<file path="src/rtl/mips_ctrl_pkg.sv">
// Shared encodings for the multi-cycle MIPS control unit: FSM states, opcodes, functs, ALU codes, mux selects.
// Latency: n/a (types and constants only).
// Backpressure: n/a. JUMP_LINK_EN adds the JAL/JR states to the state type.
package mips_ctrl_pkg;

  typedef enum logic [3:0] {
    ST_FETCH,
    ST_DECODE,
    ST_EXEC_R,
    ST_WB_R,
    ST_EXEC_I,
    ST_WB_I,
    ST_MEM_ADR,
    ST_MEM_RD,
    ST_WB_LW,
    ST_MEM_WR,
    ST_BRANCH,
    ST_JUMP
`ifdef JUMP_LINK_EN
    , ST_JAL
    , ST_JR
`endif
  } state_t;

  // Which ALU function family a state asks for; NONE drives alu_ctrl to zero.
  typedef enum logic [2:0] {
    ALU_CLS_NONE,
    ALU_CLS_ADD,
    ALU_CLS_SUB,
    ALU_CLS_RTYPE,
    ALU_CLS_ITYPE
  } alu_cls_t;

  localparam logic [5:0] OP_RTYPE = 6'b000000;
  localparam logic [5:0] OP_LW    = 6'b100011;
  localparam logic [5:0] OP_SW    = 6'b101011;
  localparam logic [5:0] OP_BEQ   = 6'b000100;
  localparam logic [5:0] OP_J     = 6'b000010;
  localparam logic [5:0] OP_JAL   = 6'b000011;
  localparam logic [5:0] OP_ADDI  = 6'b001000;
  localparam logic [5:0] OP_ANDI  = 6'b001100;
  localparam logic [5:0] OP_SLTI  = 6'b001010;

  localparam logic [5:0] FN_ADD = 6'b100000;
  localparam logic [5:0] FN_SUB = 6'b100010;
  localparam logic [5:0] FN_AND = 6'b100100;
  localparam logic [5:0] FN_OR  = 6'b100101;
  localparam logic [5:0] FN_SLT = 6'b101010;
  localparam logic [5:0] FN_JR  = 6'b001000;

  localparam logic [2:0] ALU_ADD = 3'b010;
  localparam logic [2:0] ALU_SUB = 3'b110;
  localparam logic [2:0] ALU_AND = 3'b000;
  localparam logic [2:0] ALU_OR  = 3'b001;
  localparam logic [2:0] ALU_SLT = 3'b111;

  localparam logic [1:0] REG_DST_RT  = 2'b00;
  localparam logic [1:0] REG_DST_RD  = 2'b01;
  localparam logic [1:0] REG_DST_R31 = 2'b10;

  localparam logic [1:0] M2R_ALUOUT = 2'b00;
  localparam logic [1:0] M2R_MDR    = 2'b01;
  localparam logic [1:0] M2R_PC     = 2'b10;

  localparam logic [1:0] SRC_B_REG     = 2'b00;
  localparam logic [1:0] SRC_B_FOUR    = 2'b01;
  localparam logic [1:0] SRC_B_SEXT    = 2'b10;
  localparam logic [1:0] SRC_B_SEXT_SH = 2'b11;

  localparam logic [1:0] PC_SRC_ALU    = 2'b00;
  localparam logic [1:0] PC_SRC_ALUOUT = 2'b01;
  localparam logic [1:0] PC_SRC_JUMP   = 2'b10;
  localparam logic [1:0] PC_SRC_REG    = 2'b11;

endpackage

</file>
<file path="src/rtl/alu_ctrl_decode.sv">
// Maps the requesting state class plus opcode/funct to the ALU function code and flags known R-type functs.
// Latency: purely combinational.
// Backpressure: none.
module alu_ctrl_decode
  import mips_ctrl_pkg::*;
(
  input  alu_cls_t   cls,
  input  logic [5:0] opcode,
  input  logic [5:0] funct,
  output logic [2:0] alu_ctrl,
  output logic       funct_vld
);

  logic [2:0] funct_alu;

  // R-type funct to ALU code; funct_vld only covers the ALU functs (jr is handled by the FSM).
  always_comb begin
    funct_alu = ALU_ADD;
    funct_vld = 1'b1;
    case (funct)
      FN_ADD:  funct_alu = ALU_ADD;
      FN_SUB:  funct_alu = ALU_SUB;
      FN_AND:  funct_alu = ALU_AND;
      FN_OR:   funct_alu = ALU_OR;
      FN_SLT:  funct_alu = ALU_SLT;
      default: funct_vld = 1'b0;
    endcase
  end

  // Select the ALU code for the class the current state requests.
  always_comb begin
    alu_ctrl = 3'b000;
    case (cls)
      ALU_CLS_ADD:   alu_ctrl = ALU_ADD;
      ALU_CLS_SUB:   alu_ctrl = ALU_SUB;
      ALU_CLS_RTYPE: alu_ctrl = funct_alu;
      ALU_CLS_ITYPE: begin
        case (opcode)
          OP_ANDI: alu_ctrl = ALU_AND;
          OP_SLTI: alu_ctrl = ALU_SLT;
          default: alu_ctrl = ALU_ADD;
        endcase
      end
      default:       alu_ctrl = 3'b000;
    endcase
  end

endmodule

</file>
<file path="src/rtl/multi_cycle_controller.sv">
// Moore control FSM for the multi-cycle MIPS core; JUMP_LINK_EN enables jal/jr decode.
// Latency: 2-5 cycles per instruction, outputs decoded from state (pc_ld in BRANCH also uses zero).
// Backpressure: none; memory is combinational so every state lasts exactly one cycle.
module multi_cycle_controller
  import mips_ctrl_pkg::*;
(
  input  logic       clk,
  input  logic       rst,
  input  logic [5:0] opcode,
  input  logic [5:0] funct,
  input  logic       zero,
  output logic       pc_ld,
  output logic       i_or_d,
  output logic       mem_read,
  output logic       mem_write,
  output logic       ir_write,
  output logic [1:0] reg_dst,
  output logic [1:0] mem_to_reg,
  output logic       reg_write,
  output logic       alu_src_a,
  output logic [1:0] alu_src_b,
  output logic [2:0] alu_ctrl,
  output logic [1:0] pc_src,
  output logic       illegal
);

  state_t   state;
  state_t   state_nxt;
  alu_cls_t alu_cls;
  logic     funct_vld;

  alu_ctrl_decode u_alu_ctrl_decode (
    .cls       (alu_cls),
    .opcode    (opcode),
    .funct     (funct),
    .alu_ctrl  (alu_ctrl),
    .funct_vld (funct_vld)
  );

  // State register; reset abandons any instruction in flight and restarts at FETCH.
  always_ff @(posedge clk or posedge rst) begin
    if (rst) state <= ST_FETCH;
    else     state <= state_nxt;
  end

  // Next-state and per-state control outputs; anything not driven in a state stays 0.
  always_comb begin
    state_nxt  = ST_FETCH;
    alu_cls    = ALU_CLS_NONE;
    pc_ld      = 1'b0;
    i_or_d     = 1'b0;
    mem_read   = 1'b0;
    mem_write  = 1'b0;
    ir_write   = 1'b0;
    reg_dst    = REG_DST_RT;
    mem_to_reg = M2R_ALUOUT;
    reg_write  = 1'b0;
    alu_src_a  = 1'b0;
    alu_src_b  = SRC_B_REG;
    pc_src     = PC_SRC_ALU;
    illegal    = 1'b0;
    case (state)
      ST_FETCH: begin
        mem_read  = 1'b1;
        ir_write  = 1'b1;
        alu_src_b = SRC_B_FOUR;
        alu_cls   = ALU_CLS_ADD;
        pc_src    = PC_SRC_ALU;
        pc_ld     = 1'b1;
        state_nxt = ST_DECODE;
      end
      ST_DECODE: begin
        // Branch target is computed speculatively into ALUOut here.
        alu_src_b = SRC_B_SEXT_SH;
        alu_cls   = ALU_CLS_ADD;
        case (opcode)
          OP_RTYPE: begin
`ifdef JUMP_LINK_EN
            if (funct == FN_JR)  state_nxt = ST_JR;
            else if (funct_vld)  state_nxt = ST_EXEC_R;
            else                 illegal   = 1'b1;
`else
            if (funct_vld) state_nxt = ST_EXEC_R;
            else           illegal   = 1'b1;
`endif
          end
          OP_LW, OP_SW:               state_nxt = ST_MEM_ADR;
          OP_BEQ:                     state_nxt = ST_BRANCH;
          OP_J:                       state_nxt = ST_JUMP;
`ifdef JUMP_LINK_EN
          OP_JAL:                     state_nxt = ST_JAL;
`endif
          OP_ADDI, OP_ANDI, OP_SLTI:  state_nxt = ST_EXEC_I;
          default:                    illegal   = 1'b1;
        endcase
      end
      ST_EXEC_R: begin
        alu_src_a = 1'b1;
        alu_src_b = SRC_B_REG;
        alu_cls   = ALU_CLS_RTYPE;
        state_nxt = ST_WB_R;
      end
      ST_WB_R: begin
        reg_dst   = REG_DST_RD;
        reg_write = 1'b1;
      end
      ST_EXEC_I: begin
        alu_src_a = 1'b1;
        alu_src_b = SRC_B_SEXT;
        alu_cls   = ALU_CLS_ITYPE;
        state_nxt = ST_WB_I;
      end
      ST_WB_I: begin
        reg_dst   = REG_DST_RT;
        reg_write = 1'b1;
      end
      ST_MEM_ADR: begin
        alu_src_a = 1'b1;
        alu_src_b = SRC_B_SEXT;
        alu_cls   = ALU_CLS_ADD;
        state_nxt = (opcode == OP_LW) ? ST_MEM_RD : ST_MEM_WR;
      end
      ST_MEM_RD: begin
        i_or_d    = 1'b1;
        mem_read  = 1'b1;
        state_nxt = ST_WB_LW;
      end
      ST_WB_LW: begin
        reg_dst    = REG_DST_RT;
        mem_to_reg = M2R_MDR;
        reg_write  = 1'b1;
      end
      ST_MEM_WR: begin
        i_or_d    = 1'b1;
        mem_write = 1'b1;
      end
      ST_BRANCH: begin
        alu_src_a = 1'b1;
        alu_src_b = SRC_B_REG;
        alu_cls   = ALU_CLS_SUB;
        pc_src    = PC_SRC_ALUOUT;
        pc_ld     = zero;
      end
      ST_JUMP: begin
        pc_src = PC_SRC_JUMP;
        pc_ld  = 1'b1;
      end
`ifdef JUMP_LINK_EN
      ST_JAL: begin
        reg_dst    = REG_DST_R31;
        mem_to_reg = M2R_PC;
        reg_write  = 1'b1;
        pc_src     = PC_SRC_JUMP;
        pc_ld      = 1'b1;
      end
      ST_JR: begin
        pc_src = PC_SRC_REG;
        pc_ld  = 1'b1;
      end
`endif
      default: state_nxt = ST_FETCH;
    endcase
  end

endmodule

</file>
<file path="config.mk">
export PLATFORM = sky130hd
export DESIGN_NAME = multi_cycle_controller
export DESIGN_NICKNAME = d
export VERILOG_FILES = /design/src/rtl/mips_ctrl_pkg.sv /design/src/rtl/alu_ctrl_decode.sv /design/src/rtl/multi_cycle_controller.sv
export SDC_FILE = /design/constraint.sdc
export NUM_CORES = 1
export LEC_CHECK = 0
export CAP_MARGIN = 10
export CORE_MARGIN = 1
export CORE_UTILIZATION = 35
export CTS_CLUSTER_SIZE = 20
export DETAILED_ROUTE_END_ITERATION = 6
export PLACE_DENSITY = 0.68
export SETUP_SLACK_MARGIN = 0.2
export SLEW_MARGIN = 5
export SYNTH_ARGS = -nofsm -noshare
export SYNTH_HDL_FRONTEND = slang
export SYNTH_HIERARCHICAL = 1
export SYNTH_SLANG_ARGS = --single-unit
</file>
<file path="constraint.sdc">
create_clock -name clk -period 2.4 [get_ports clk]
set_input_delay 0.24 -clock clk [delete_from_list [all_inputs] [get_ports clk]]
set_output_delay 0.24 -clock clk [all_outputs]
set_load 0.02 [all_outputs]
</file>
# Yosys cells after proc, flatten, opt, wreduce, memory -nomap -nowiden
# Cells that the tools add are included.
[classes]
eq_ne = 27
n_mux = 23
n_reduce_logical = 13
[ops]
columns = ["cell", "n"]
rows = [
  ["== test 6 bit (second input constant)", 7],
  ["one-hot mux 3 bit (4 select lines)", 3],
  ["one-hot mux 4 bit (6 select lines)", 1],
  ["one-hot mux 4 bit (5 select lines)", 1],
  ["== test 6 x 4 -> 1 bit (second input constant)", 3],
  ["== test 4 x 3 -> 1 bit (second input constant)", 4],
  ["== test 4 bit (second input constant)", 4],
  ["2-to-1 mux 1 bit", 11],
  ["OR reduction 2 bit", 5],
  ["OR reduction 3 bit", 3],
  ["== test 4 x 2 -> 1 bit (second input constant)", 2],
  ["OR reduction 7 bit", 1],
  ["== test 3 x 2 -> 1 bit (second input constant)", 2],
  ["== test 6 x 2 -> 1 bit (second input constant)", 1],
  ["== test 6 x 3 -> 1 bit (second input constant)", 1],
  ["zero test 6 bit", 1],
  ["one-hot mux 2 bit (3 select lines)", 1],
  ["one-hot mux 3 bit (2 select lines)", 1],
  ["OR reduction 5 bit", 1],
  ["== test 4 x 1 -> 1 bit (second input constant)", 1],
  ["zero test 4 bit", 1],
  ["2-to-1 mux 4 bit", 1],
  ["one-hot mux 1 bit (2 select lines)", 2],
  ["one-hot mux 2 bit (2 select lines)", 1],
  ["4 further kinds", 4],
]
[totals]
reg_bits = 4
inputBits = 15
output_inout_bits = 19
elab_cells = 64

# Logic depth before layout (Yosys ltp)
[logic_depth]
ltp_word = 6
mapped_depth = 7
mapped_depth_nobuf = 6

# Modules after synthesis
# Netlist, hierarchy kept.
[modules_own_cells]
columns = ["mod", "instances", "cells_per_inst", "area_per_inst_um2", "seq_area_each_um2"]
rows = [
  ["multi_cycle_controller", 1, 70, 506.7, 100.1],
  ["alu_ctrl_decode", 1, 23, 148.9, 0.0],
]

# Worst setup path after synthesis
# OpenSTA, ideal clock, no wires.
[synth_timing]
kind = "reg2out"
from = "reg state[1]"
to = "out alu_ctrl[0]"
arrival_ns = 1.774
required_time_ns = 2.160
path_slack_ns = 0.386
path_stages_with_launch = 8
n_path_buf = 1
cell_sequence = "dfrtp_1 -> clkbuf_1 -> nand2_1 -> and3_1 -> nor2_1 -> nand3_1 -> or3_4 -> o21ai_0"
[synth_between]
elab_chain_cells = 5
elab_cells_between_ends = 13
classes_between = "9 x eq/ne; 2 x mux; 2 x reduce/logical"
[synth_lines]
columns = ["item", "line", "rtl"]
rows = [
  ["from (decl)", "multi_cycle_controller.sv:27", "state_t state;"],
  ["from (signal assigned)", "multi_cycle_controller.sv:43", "else state <= state_nxt;"],
  ["== test 4 x 1 -> 1 bit (tied with other cells)", "multi_cycle_controller.sv:62", "case (state)"],
  ["OR reduction 3 bit (no source line)", "-", ""],
  ["one-hot mux 3 bit (4 select lines) *", "multi_cycle_controller.sv:62", ""],
  ["named net alu_cls[0]", "multi_cycle_controller.sv:29", "alu_cls_t alu_cls;"],
  ["== test 3 bit (tied with other cells)", "alu_ctrl_decode.sv:33", "case (cls)"],
  ["one-hot mux 3 bit (4 select lines) *", "alu_ctrl_decode.sv:33", ""],
  ["to (decl)", "multi_cycle_controller.sv:22", "output logic [2:0] alu_ctrl,"],
]
# The timed path passes the listed nets; every way through them passes the cells marked *.

# Final worst setup path
[layout_timing]
from = "in opcode[3]"
to = "out alu_ctrl[0]"
[layout_between]
elab_chain_cells = 3
elab_cells_between_ends = 4
classes_between = "2 x eq/ne; 2 x mux"
[layout_lines]
columns = ["item", "line", "rtl"]
rows = [
  ["from (decl)", "multi_cycle_controller.sv:9", "input logic [5:0] opcode,"],
  ["== test 6 x 4 -> 1 bit", "alu_ctrl_decode.sv:38", "case (opcode)"],
  ["one-hot mux 3 bit (2 select lines) *", "alu_ctrl_decode.sv:38", ""],
  ["one-hot mux 3 bit (4 select lines) *", "alu_ctrl_decode.sv:33", ""],
]
# Mark *: on every way between the ends. The rest lies on a longest branch, timed or not.

==> results by group <==
Run status
  – Status: complete, no violations

Synth
  – Synth cell types: 41
  – Top cells by area, synth: dfrtp_1 (15%), a21oi_1 (5.3%), nand2b_1 (4.8%), nor2b_1 (3.8%), nand2_1 (3.4%)
  – Ys async rst share: 100%
  – Synth Register Bits: 4
  – Synthesized cell area: 656 um2
  – Synth warnings: 6
  – Yosys top cell area share: 15.3%
  – Post-synth top area cell: dfrtp_1
  – Avg Cell Area, Syn: 7.05 um2
  – Sequential share of the synthesized area: 15.3%
  – Cells after Synth: 93
  – Top_reg_cell synth: dfrtp_1
  – EDFF count, synth: 0

Setup path
  – Critical path origin: opcode[3]
  – CP Capture Type: output pin
  – Worst Reg-to-Reg Cells: 3
  – Crit-path cells: clkdlybuf4s50_1 -> or4b_1 -> or3_4 -> o21ai_0 -> buf_2
  – Worst r2r src: state[1]
  – Critical path class: in2out
  – Worst Path Arrival: 1860 ps
  – Worst Path Required: 2160 ps
  – R2R Setup Slk: 1050 ps
  – Crit-path slowest cell: clkdlybuf4s50_1
  – R2r endpoint: state[0]
  – Worst stage delay on the critical path: 490 ps
  – Crit path capture: alu_ctrl[0]
  – Worst Path Max Fanout: 3
  – Crit start category: input pin

Timing
  – Final Slew Violations: 0
  – Clk_skew: 2.10 ps
  – Worst Hold Margin: 180 ps
  – Crit share post-route: 87.4%
  – Final setup viols: 0
  – Rel. slew slack: 67.0%
  – FMAX: 477 MHz
  – PnR worst setup slack: 302 ps
  – Setup TNS: 0 ps
  – Hold Violations, Final: 0
  – Worst-margin pin slew: 488 ps
  – Final min period: 2100 ps
  – Unrepaired setup endpoints after global routing: yes

Layout
  – Largest Register: state
  – Design area: 1100 um2
  – Area grow syn2layout: 67.7%
  – Biggest registers after layout: state (4)
  – Cell Count, Final, Fillers Out: 162
  – Ant. Diodes: 0
  – Final net count: 154
  – Post-Route Utilization: 63.0%
  – Fraction of layout cells with a size suffix above 1: 24.1%
  – Largest register FFs: 4

Floorplan
  – Die X: 45.3 um
  – Die H: 45.3 um
  – I/O pin cnt: 34
  – Core Box Area: 1750 um2
  – Initial Utilization: 37.6%
  – Total die area: 2050 um2
  – Row count: 15

Drt
  – WL/cell: 12.0 um
  – Total vias in the final route: 882
  – Routed Antenna Nets: 0
  – Vias/cell: 5.44
  – Starting DRT DRC Count: 20
  – # DRC: 0
  – Drt pass-1 iters: 4
  – Drt total wl: 1940 um

Clock tree
  – Clock Tree Root: clkbuf_4
  – CTS max path bufs: 2
  – H-tree levels: 1
  – Postcts setup bufs: 0
  – Clock sink total: 4
  – Clock-pin slew on the worst setup and hold paths: 40 ps
  – TritonCTS Buffers: 3
  – Worst skew pair latency: 230 ps
  – Clock tree from TritonCTS: built

Run
  – Max Cap Viol: 0

Global routing
  – First-pass GRT wire length: 3270 um
  – Total gr overflow: 0
  – Largest net degree at the start of global routing: 16
  – GRT Util Overall: 21.8%
  – Initial antenna violation count: 0
  – Vias in the first global route: 769

Placed design
  – Gpl congestion: 0.757
  – DP HPWL: 1580 um
  – Place WS: -228 ps
  – Port Buffers: 31
  – Placed cells: 159
  – Placed Area: 1090 um2

Power and ir drop
  – Leakage: 0.492 nW
  – Pwr dens: 651 nW/um2
  – PnR Total Power: 0.716 mW
  – Worst VDD drop: 361 uV

Worst hold path
  – Min-Delay Path Class: in2async
## worst min path at each step
stage                     from  endpoint  slack, ps  cells after the start
after floorplan            rst  state[0]          6                      1
after global placement     rst  state[0]        430                      2
after detailed placement   rst  state[0]        430                      2
after CTS                  rst  state[2]        180                      2
after global routing       rst  state[1]        220                      2
final                      rst  state[2]        180                      2
## Yosys cell counts (all sizes together), types with 3 or more instances
library cell  count
nand2             6
a21oi             7
clkbuf            4
nand3             4
buf               3
nor2b             4
inv               4
nor3b             3
o21ai             3
dfrtp             4
nor2              5
nand2b            5
nor3              4
or3               3
## layer usage
metal / up-vias / GRT usage, % / part of all wire, %
met3: 2 / 2.40 / 3.6
li1: 443 / - / -
met1: 409 / 29.3 / 47
met4: 0 / 9.09 / 0.82
met5: - / 0 / 0
met2: 28 / 35.4 / 49
## power breakdown
part	switching [mW]	internal, mW	leakage (nW)
registers	0.0208	0.0846	0.0518
logic	0.282	0.246	0.427
clock network	0.0271	0.0559	0.0138
total	0.330	0.386	0.492
## placed cells by master (no fill, tap or decap), types with 4 or more instances in the layout
cell	synthesis	layout
nor3_1	4	4
nand2b_1	5	5
buf_4	2	16
nand3_1	4	4
a21oi_1	7	7
nor2b_1	4	4
inv_1	4	4
nand2_1	6	6
clkdlybuf4s50_1	0	21
## cell families after synthesis
family          share of synthesized area (%)
compound gates                           30.0
xor+xnor                                 2.67
buf+inv                                  7.63
flops                                    15.3
simple gates                             43.9
other cells                             0.572
## worst max-delay path: cells and delay by family
kind,cells,cell delay [ps]
compound gates,1,80
buf+inv,2,680
simple gates,2,860
## timing repair
action / 4_1_cts / 5_1_grt
gates resized for setup: 17 / 9
hold buffers: 0 / 0
setup endpoints to repair: 8 / 7
endpoints found under the hold margin: 0 / 0
## area by class of cell
| type | instances | area [um2] |
|---|---|---|
| Fill cell | 176 | 646 |
| Multi-Input combinational cell | 79 | 515 |
| Timing Repair Buffer | 47 | 414 |
| Sequential cell | 4 | 101 |
| Tap cell | 25 | 31.3 |
| Clock buffer | 3 | 22.5 |
| Inverter | 4 | 15.0 |
No activity file was read; power rests on OpenSTA's default activity.
